<file path="config.mk">
export PLATFORM = sky130hd
export DESIGN_NAME = fp_class_arb
export DESIGN_NICKNAME = d
export VERILOG_FILES = /design/src/rtl/fp_class_arb.sv
export SDC_FILE = /design/constraint.sdc
export NUM_CORES = 1
export LEC_CHECK = 0
export ABC_AREA = 0
export ABC_CLOCK_PERIOD_IN_PS = 3100
export CAP_MARGIN = 20
export CORE_MARGIN = 2
export CORE_UTILIZATION = 27
export DETAILED_ROUTE_END_ITERATION = 8
export HOLD_SLACK_MARGIN = 0.05
export PLACE_DENSITY = 0.85
export SYNTH_ARGS = -nofsm -noshare
export SYNTH_HDL_FRONTEND = slang
export SYNTH_SLANG_ARGS = --single-unit
export TNS_END_PERCENT = 10
</file>
<file path="constraint.sdc">
create_clock -name clk -period 3.1 [get_ports clk]
set_input_delay 0.62 -clock clk [delete_from_list [all_inputs] [get_ports clk]]
set_output_delay 0.62 -clock clk [all_outputs]
set_load 0.05 [all_outputs]
</file>
<file path="src/rtl/fp_class_arb.sv">
// Round-robin arbiter feeding a shared one-stage FP operand classifier.
// Optional FP_CLASS_ARB_SNAN_EN adds the registered res_snan flag.
module fp_class_arb #(
  parameter int SIGN_W = 1,
  parameter int EXPO_W = 8,
  parameter int MANT_W = 23,
  parameter int N_REQ  = 4,
  localparam int FP_W  = SIGN_W + EXPO_W + MANT_W,
  localparam int ID_W  = $clog2(N_REQ)
) (
  input  logic                  clk,
  input  logic                  rst_n,
  input  logic [N_REQ-1:0]      req_valid,
  input  logic [N_REQ*FP_W-1:0] req_data,
  output logic [N_REQ-1:0]      req_ready,
  output logic                  res_valid,
  input  logic                  res_ready,
  output logic [ID_W-1:0]       res_id,
  output logic                  res_sign,
`ifdef FP_CLASS_ARB_SNAN_EN
  output logic                  res_snan,
`endif
  output logic [4:0]            res_class
);

  logic [ID_W-1:0]   r_ptr;
  logic              r_valid;
  logic [ID_W-1:0]   r_id;
  logic              r_sign;
  logic [4:0]        r_class;

  logic              w_accept;
  logic              w_any;
  logic [ID_W-1:0]   w_gidx;
  logic [N_REQ-1:0]  w_grant;
  logic [ID_W-1:0]   w_ptr_nxt;
  logic [FP_W-1:0]   w_op;
  logic [EXPO_W-1:0] w_expo;
  logic [MANT_W-1:0] w_mant;
  logic              w_sign;
  logic              w_ez;
  logic              w_eo;
  logic              w_mz;
  logic [4:0]        w_class;

  function automatic logic [ID_W-1:0] wrap_idx(
    input logic [ID_W-1:0] p,
    input int              i
  );
    int k;
    k = int'(p) + i;
    if (k >= N_REQ) k = k - N_REQ;
    return ID_W'(k);
  endfunction

  assign w_accept = !r_valid | res_ready;

  // First valid requester at or after r_ptr, wrapping
  always_comb begin
    w_any  = 1'b0;
    w_gidx = '0;
    for (int i = 0; i < N_REQ; i++) begin
      if (!w_any && w_accept &&
          req_valid[wrap_idx(r_ptr, i)]) begin
        w_any  = 1'b1;
        w_gidx = wrap_idx(r_ptr, i);
      end
    end
  end

  always_comb begin
    w_grant         = '0;
    w_grant[w_gidx] = w_any;
  end

  assign req_ready = w_grant;

  assign w_ptr_nxt = (w_gidx == ID_W'(N_REQ - 1))
                   ? '0 : w_gidx + 1'b1;

  assign w_op   = req_data[w_gidx*FP_W +: FP_W];
  assign w_sign = w_op[FP_W-1];
  assign w_expo = w_op[MANT_W +: EXPO_W];
  assign w_mant = w_op[MANT_W-1:0];
  assign w_ez   = (w_expo == '0);
  assign w_eo   = (w_expo == '1);
  assign w_mz   = (w_mant == '0);

  always_comb begin
    w_class = 5'b00100;
    unique case (1'b1)
      w_ez &  w_mz: w_class = 5'b00001;
      w_ez & !w_mz: w_class = 5'b00010;
      w_eo &  w_mz: w_class = 5'b01000;
      w_eo & !w_mz: w_class = 5'b10000;
      default:      w_class = 5'b00100;
    endcase
  end

  always_ff @(posedge clk or negedge rst_n) begin
    if (!rst_n) begin
      r_ptr   <= '0;
      r_valid <= 1'b0;
      r_id    <= '0;
      r_sign  <= 1'b0;
      r_class <= '0;
    end else if (w_any) begin
      r_ptr   <= w_ptr_nxt;
      r_valid <= 1'b1;
      r_id    <= w_gidx;
      r_sign  <= w_sign;
      r_class <= w_class;
    end else if (res_ready) begin
      r_valid <= 1'b0;
    end
  end

`ifdef FP_CLASS_ARB_SNAN_EN
  logic r_snan;
  logic w_snan;

  // Signaling NaN: quiet bit (mantissa MSB) clear
  assign w_snan = w_eo & !w_mz & !w_mant[MANT_W-1];

  always_ff @(posedge clk or negedge rst_n) begin
    if (!rst_n) begin
      r_snan <= 1'b0;
    end else if (w_any) begin
      r_snan <= w_snan;
    end
  end

  assign res_snan = r_snan;
`endif

  assign res_valid = r_valid;
  assign res_id    = r_id;
  assign res_sign  = r_sign;
  assign res_class = r_class;

endmodule

</file>
## After elaboration in Yosys (flattened, before gate mapping)

Cells that the tools add are included.

| word-level totals | value |
|---|---|
| register bits | 11 |
| latch bits | 0 |
| bits in writable memories | 0 |
| ROM bits | 0 |
| input port bits | 135 |
| output and inout bits | 13 |
| memories kept | 0 |

| operators by class | value |
|---|---|
| $add $sub $neg | 8 |
| $mul | 0 |
| div/mod/pow operators | 0 |
| $lt $le $gt $ge | 10 |
| equality and inequality tests | 2 |
| shift operators | 1 |
| muxes and demuxes | 26 |
| bitwise logic cells | 6 |
| reduce and logical (&&, ||, !) cells | 16 |

Operators with widths:

| kind | count |
|---|---|
| indexed part select 128 x 8 -> 32 bit | 1 |
| zero test 23 bit | 1 |
| case mux 5 bit (4 select lines) | 1 |
| two-way mux 2 bit | 9 |
| < comparator 2 x 3 -> 1 bit (second input constant) | 5 |
| two-way mux 1 bit | 11 |
| >= comparator 3 bit (second input constant) | 3 |
| binary-select mux 1 bit (select 2 bit) | 4 |
| == test 8 bit (second input constant) | 1 |
| logical AND 1 bit | 8 |
| zero test 8 bit | 1 |
| subtractor 2 x 1 -> 2 bit (second input constant) | 4 |
| adder 2 x 2 -> 3 bit (second input constant) | 2 |
| zero test 1 bit | 5 |
| AND 1 bit | 4 |
| AND 4 bit | 1 |
| adder 2 x 1 -> 3 bit (second input constant) | 1 |
| >= comparator 2 x 3 -> 1 bit (second input constant) | 1 |
| adder 2 x 1 -> 2 bit (second input constant) | 1 |
| demux 1 bit (select 2 bit) | 1 |
| == test 2 bit (second input constant) | 1 |
| >= comparator 2 x 1 -> 1 bit (second input constant) | 1 |
| nonzero test 2 bit | 1 |
| OR 1 bit | 1 |

## Logic depth before layout (Yosys ltp)

| logic depth | value |
|---|---|
| depth in word-level cells | 23 |
| gate-level depth with buffers | 15 |
| gate-level depth less buffers | 11 |

## Least setup slack after synthesis

No wires, ideal clock.

| timing path | value |
|---|---|
| path type | reg-to-output |
| start point | register r_valid (netlist: res_valid) |
| end point | output port req_ready[0] |
| arrival | 2847 ps |
| setup slack | -367 ps |
| cell stages (with the launch flop) | 12 |
| buffers on the path | 3 |
| cells stage by stage | dfrtp_1 > nor2b_1 > or3_1 > o22ai_2 > a21oi_1 > and2_1 > buf_4 > inv_2 > buf_2 > buf_2 > ha_1 > and2_1 |

| on the way | value |
|---|---|
| cells in the longest elaborated chain, start to end | 21 |
| elaborated cells between the ends (all ways) | 26 |
| those cells by class | order compare: 2; mux: 10; bitwise: 2; reduce/logical: 12 |

Ends and longest elaborated chain:

| item | line | source |
|---|---|---|
| start: declaration | 27 | `logic r_valid;` |
| start signal: assignment | 103 | `r_valid <= 1'b0;` |
| start signal: assignment | 109 | `r_valid <= 1'b1;` |
| start signal: assignment | 114 | `r_valid <= 1'b0;` |
| zero test 1 bit * | 56 | `assign w_accept = !r_valid \| res_ready;` |
| OR 1 bit * | 56 |  |
| logical AND 1 bit | 63 | `if (!w_any && w_accept &&` |
| two-way mux 1 bit | 63 |  |
| zero test 1 bit | 63 |  |
| logical AND 1 bit (2 in series) | 63 |  |
| two-way mux 1 bit | 63 |  |
| zero test 1 bit | 63 |  |
| (+4 left out) | n/a |  |
| logical AND 1 bit (2 in series) | 63 |  |
| two-way mux 2 bit * | 63 |  |
| named net w_gidx[1] | 34 | `logic [ID_W-1:0] w_gidx;` |
| < comparator 2 x 3 -> 1 bit (implied by the code) or >= comparator 2 x 1 -> 1 bit (tied branches) | 73 | `w_grant[w_gidx] = w_any;` |
| logical AND 1 bit (implied by the code) | 73 |  |
| two-way mux 1 bit (implied by the code) | 73 |  |
| demux 1 bit (select 2 bit) * | 73 |  |
| AND 4 bit (no source line) * | n/a |  |
| end: declaration | 15 | `output logic [N_REQ-1:0] req_ready,` |

The timed path passes the listed nets; every way through them passes the cells marked *.

## Worst setup path in the final report

| timing path | value |
|---|---|
| start point | input port req_valid[3] |
| end point | output port req_ready[0] |

| on the way | value |
|---|---|
| cells in the longest elaborated chain, start to end | 21 |
| elaborated cells between the ends (all ways) | 32 |
| those cells by class | order compare: 2; mux: 18; bitwise: 1; reduce/logical: 11 |

Ends and longest elaborated chain:

| item | line | source |
|---|---|---|
| start: declaration | 13 | `input logic [N_REQ-1:0] req_valid,` |
| binary-select mux 1 bit (select 2 bit) | 64 | `req_valid[wrap_idx(r_ptr, i)]) begin` |
| two-way mux 1 bit (implied by the code) | 64 |  |
| logical AND 1 bit | 63 |  |
| two-way mux 1 bit | 63 |  |
| zero test 1 bit | 63 |  |
| logical AND 1 bit (2 in series) | 63 |  |
| two-way mux 1 bit | 63 |  |
| zero test 1 bit | 63 |  |
| (+3 left out) | n/a |  |
| zero test 1 bit | 63 |  |
| logical AND 1 bit (2 in series) | 63 |  |
| two-way mux 2 bit | 63 |  |
| < comparator 2 x 3 -> 1 bit (implied by the code) or >= comparator 2 x 1 -> 1 bit (tied branches) | 73 |  |
| logical AND 1 bit (implied by the code) | 73 |  |
| two-way mux 1 bit (implied by the code) | 73 |  |
| demux 1 bit (select 2 bit) | 73 |  |
| AND 4 bit (no source line) * | n/a |  |

Every way passes the cells marked *; elsewhere a longest branch is shown, timed or not. The select of a mux whose other input is x is not followed.

==> metrics.csv <==
metric;value;unit
status;complete, but fails checks;
violations;setup timing;
dpl.cell_count;443;
final_cells;464;
cp_max_fo;5;
synth_area;1510;um^2
drv_cap;0;
critical_path_class;primary input to primary output;
drtIter0Drc;107;
clock_path_buffers;2;
yosys_warnings;0;
synth_area_per_cell;7.24;um^2
dr.pass1.iters;4;
period_share;101;%
antenna_left;0;
synth_nets;347;
clkSinkCount;11;
irDropWorstVdd;0.463;mV
met1_usage;26.4;%
drive_above_1_share;27.6;%
wl;7380;um
critPathMaxStageDelay;0.28;ns
drt-wirelength-per-cell;15.9;um
power.switching;1200;uW
overflow;0;
syn_inst;208;
io_buffers;147;
cts_tree;done;
nFillCells;439;
slew_violations;0;
num_io_pins;148;
worst_pin_slew;0.530;ns
track_usage;22.8;%
use_met2;41.8;%
antenna_cells;0;
antenna_found_initial;0;
grt_pass1_vias;2436;
p_comb_share;85.3;%
seq_area_frac_synth;18.3;%
via_per_inst;5.05;
rsz0062_at_grt;true;
cts.clk_slew.worst_paths;0.05;ns
die_x;78.7;um
ys.flop_type;dfrtp_1;
yosys.area.top_type;dfrtp_1;
remaining_drc_errors;0;
min_period;3.12;ns
synth_cell_type_count;52;
rows;27;
p_seq_share;9.1;%
critical_path_arrival;2.50;ns
cp-start-kind;primary input;
fin_ws;-0.0162;ns
chipHeight;78.7;um
synth_top_cells_by_count;nor2_1 (21), nand2_1 (20), and3_1 (17), a211oi_1 (15), nor3_1 (12);
p_int;1380;uW
rrSetupSlack;0.02;ns
cpMaxStageDelayCell;o31a_1;
busiest_layer;met2;
yosysTopAreaCellShare;18.3;%
worst_ep_required_time;2.48;ns
met3_usage;4.66;%
synth-async-reset-ratio;100;%
root_buffer;clkbuf_8;
nNetsFinal;532;
finClkSkew;0.000801;ns
start_util;27.7;%
power_density;699;nW/um^2
yosys-top-cells-area;dfrtp_1 (18%), a211oi_1 (7.5%), and3_1 (7.1%), nor2_1 (5.2%), nand2_1 (5.0%);
area_growth;145;%
hold_viol;0;
grt_max_degree;17;
dieArea;6190;um^2
synth-edff-count;0;
timing.fmax;321;MHz
setup_viol;1;
hold_ws;0.479;ns
grt_pass1_wl;11300;um
swShare;46.5;%
vias;2344;
cts_buffers;3;
clkPwrFrac;5.5;%
synth_most_common_cell;nor2_1;
synth_seq_cells;11;
dp_hpwl;5750;um
worst_setup_path_end_kind;primary output;
maxSlewHeadroom;64.6;%
clk_latency;0.24;ns
cp_common_cell;buf_6;
gp_congestion;0.827;
p_leak;0.00147;uW
hp-class;register to register;
coreArea;5440;um^2
crit_chain;clkdlybuf4s15_2 -> buf_6 -> a31oi_4 -> o22ai_4 -> buf_6 -> o211ai_1 -> o31a_1 -> inv_2 -> buf_6 -> ha_2 -> and2_4 -> buf_8;
cts-htree-levels;1;
==> cell type report <==
cell class	count	area (um^2)	area share [%]
Inverter	5	26.3	0.712
Timing Repair Buffer	195	1910	51.9
Tap cell	72	90.1	2.44
Sequential cell	11	279	7.56
Clock buffer	3	41.3	1.12
Clock inverter	1	5.00	0.136
Multi-Input combinational cell	177	1330	36.1
==> layer usage <==
| layer | vias to the layer above | share of wire (%) |
|---|---|---|
| met1 | 1098 | 39 |
| met3 | 12 | 5.3 |
| met4 | 0 | 1.9 |
| met2 | 81 | 54 |
| li1 | 1153 | - |
| met5 | - | 0 |
==> kinds of logic after synthesis <==
logic type | Yosys count | share of synthesized area (%)
simple gates | 113 | 40.3
compound gates | 56 | 28.2
buf+inv | 20 | 6.89
flops | 11 | 18.3
mux | 4 | 3.07
fa+ha+maj | 4 | 3.32
==> through the flow <==
step	util, %	setup slack [ns]	TNS, ns	total power (uW)	area (um^2)
after global placement	60.6	-0.541	-4.29	1890	3300
after floorplan	-	-0.0886	-0.363	1270	1560
after CTS	65.2	0.00240	0	2350	3540
final	67.8	-0.0162	-0.0162	2580	3690
after detailed placement	60.6	-0.658	-5.04	1930	3300
after global routing	67.8	-0.118	-0.584	2760	3690
==> power by group through the flow <==
| stage | clock network [uW] | logic [uW] | registers, uW |
|---|---|---|---|
| 2_1_floorplan | 0 | 957 | 318 |
| 3_3_place_gp | 0 | 1650 | 244 |
| 3_5_place_dp | 0 | 1680 | 246 |
| 4_1_cts | 146 | 1950 | 253 |
| 5_1_grt | 154 | 2360 | 240 |
| 6_report | 143 | 2200 | 236 |
==> placed cells by master (no fill, tap or decap), drive strengths merged, types with 3 or more instances in the layout <==
cell,n
buf,53
o21ai,8
or3,3
dfrtp,11
ha,4
nand4,3
a211oi,16
or4,3
clkdlybuf4s50,138
and2,6
and3,17
a21oi,7
nand3,10
nor2,21
o31a,3
clkbuf,4
nor3,12
nor4,9
o22ai,6
clkdlybuf4s15,3
nand2,20
nand2b,3
inv,5
==> state kept, by name (all words and copies together) (netlist names) <==
signal / count
res_id: 2
res_class: 5
r_ptr: 2
res_valid: 1
res_sign: 1
==> worst max-delay path: cells and delay by family <==
family / cells / cell delay (ns)
compound gates: 4 / 0.74
simple gates: 1 / 0.13
buf+inv: 6 / 0.83
fa+ha+maj: 1 / 0.17
==> repair_timing <==
action,4_1_cts,5_1_grt
gates cloned,0,0
gates resized for setup,46,22
hold buffers,0,0
pin swaps,14,6
buffers inserted,12,5
endpoints found under the setup margin,9,9
==> worst paths after layout <==
| path | startpoint | cells after the start | end |
|---|---|---|---|
| setup / recovery | req_valid[3] | 12 | req_ready[0] |
| hold / removal | res_sign | 1 | res_sign |
| setup reg to reg | r_ptr[1] | 11 | res_class[2] |
| hold reg to reg | res_sign | 1 | res_sign |
| max in group asynchronous | rst_n | 1 | r_ptr[1] |
| min in group asynchronous | rst_n | 1 | res_id[0] |
Power figures use the tool's default switching activity.
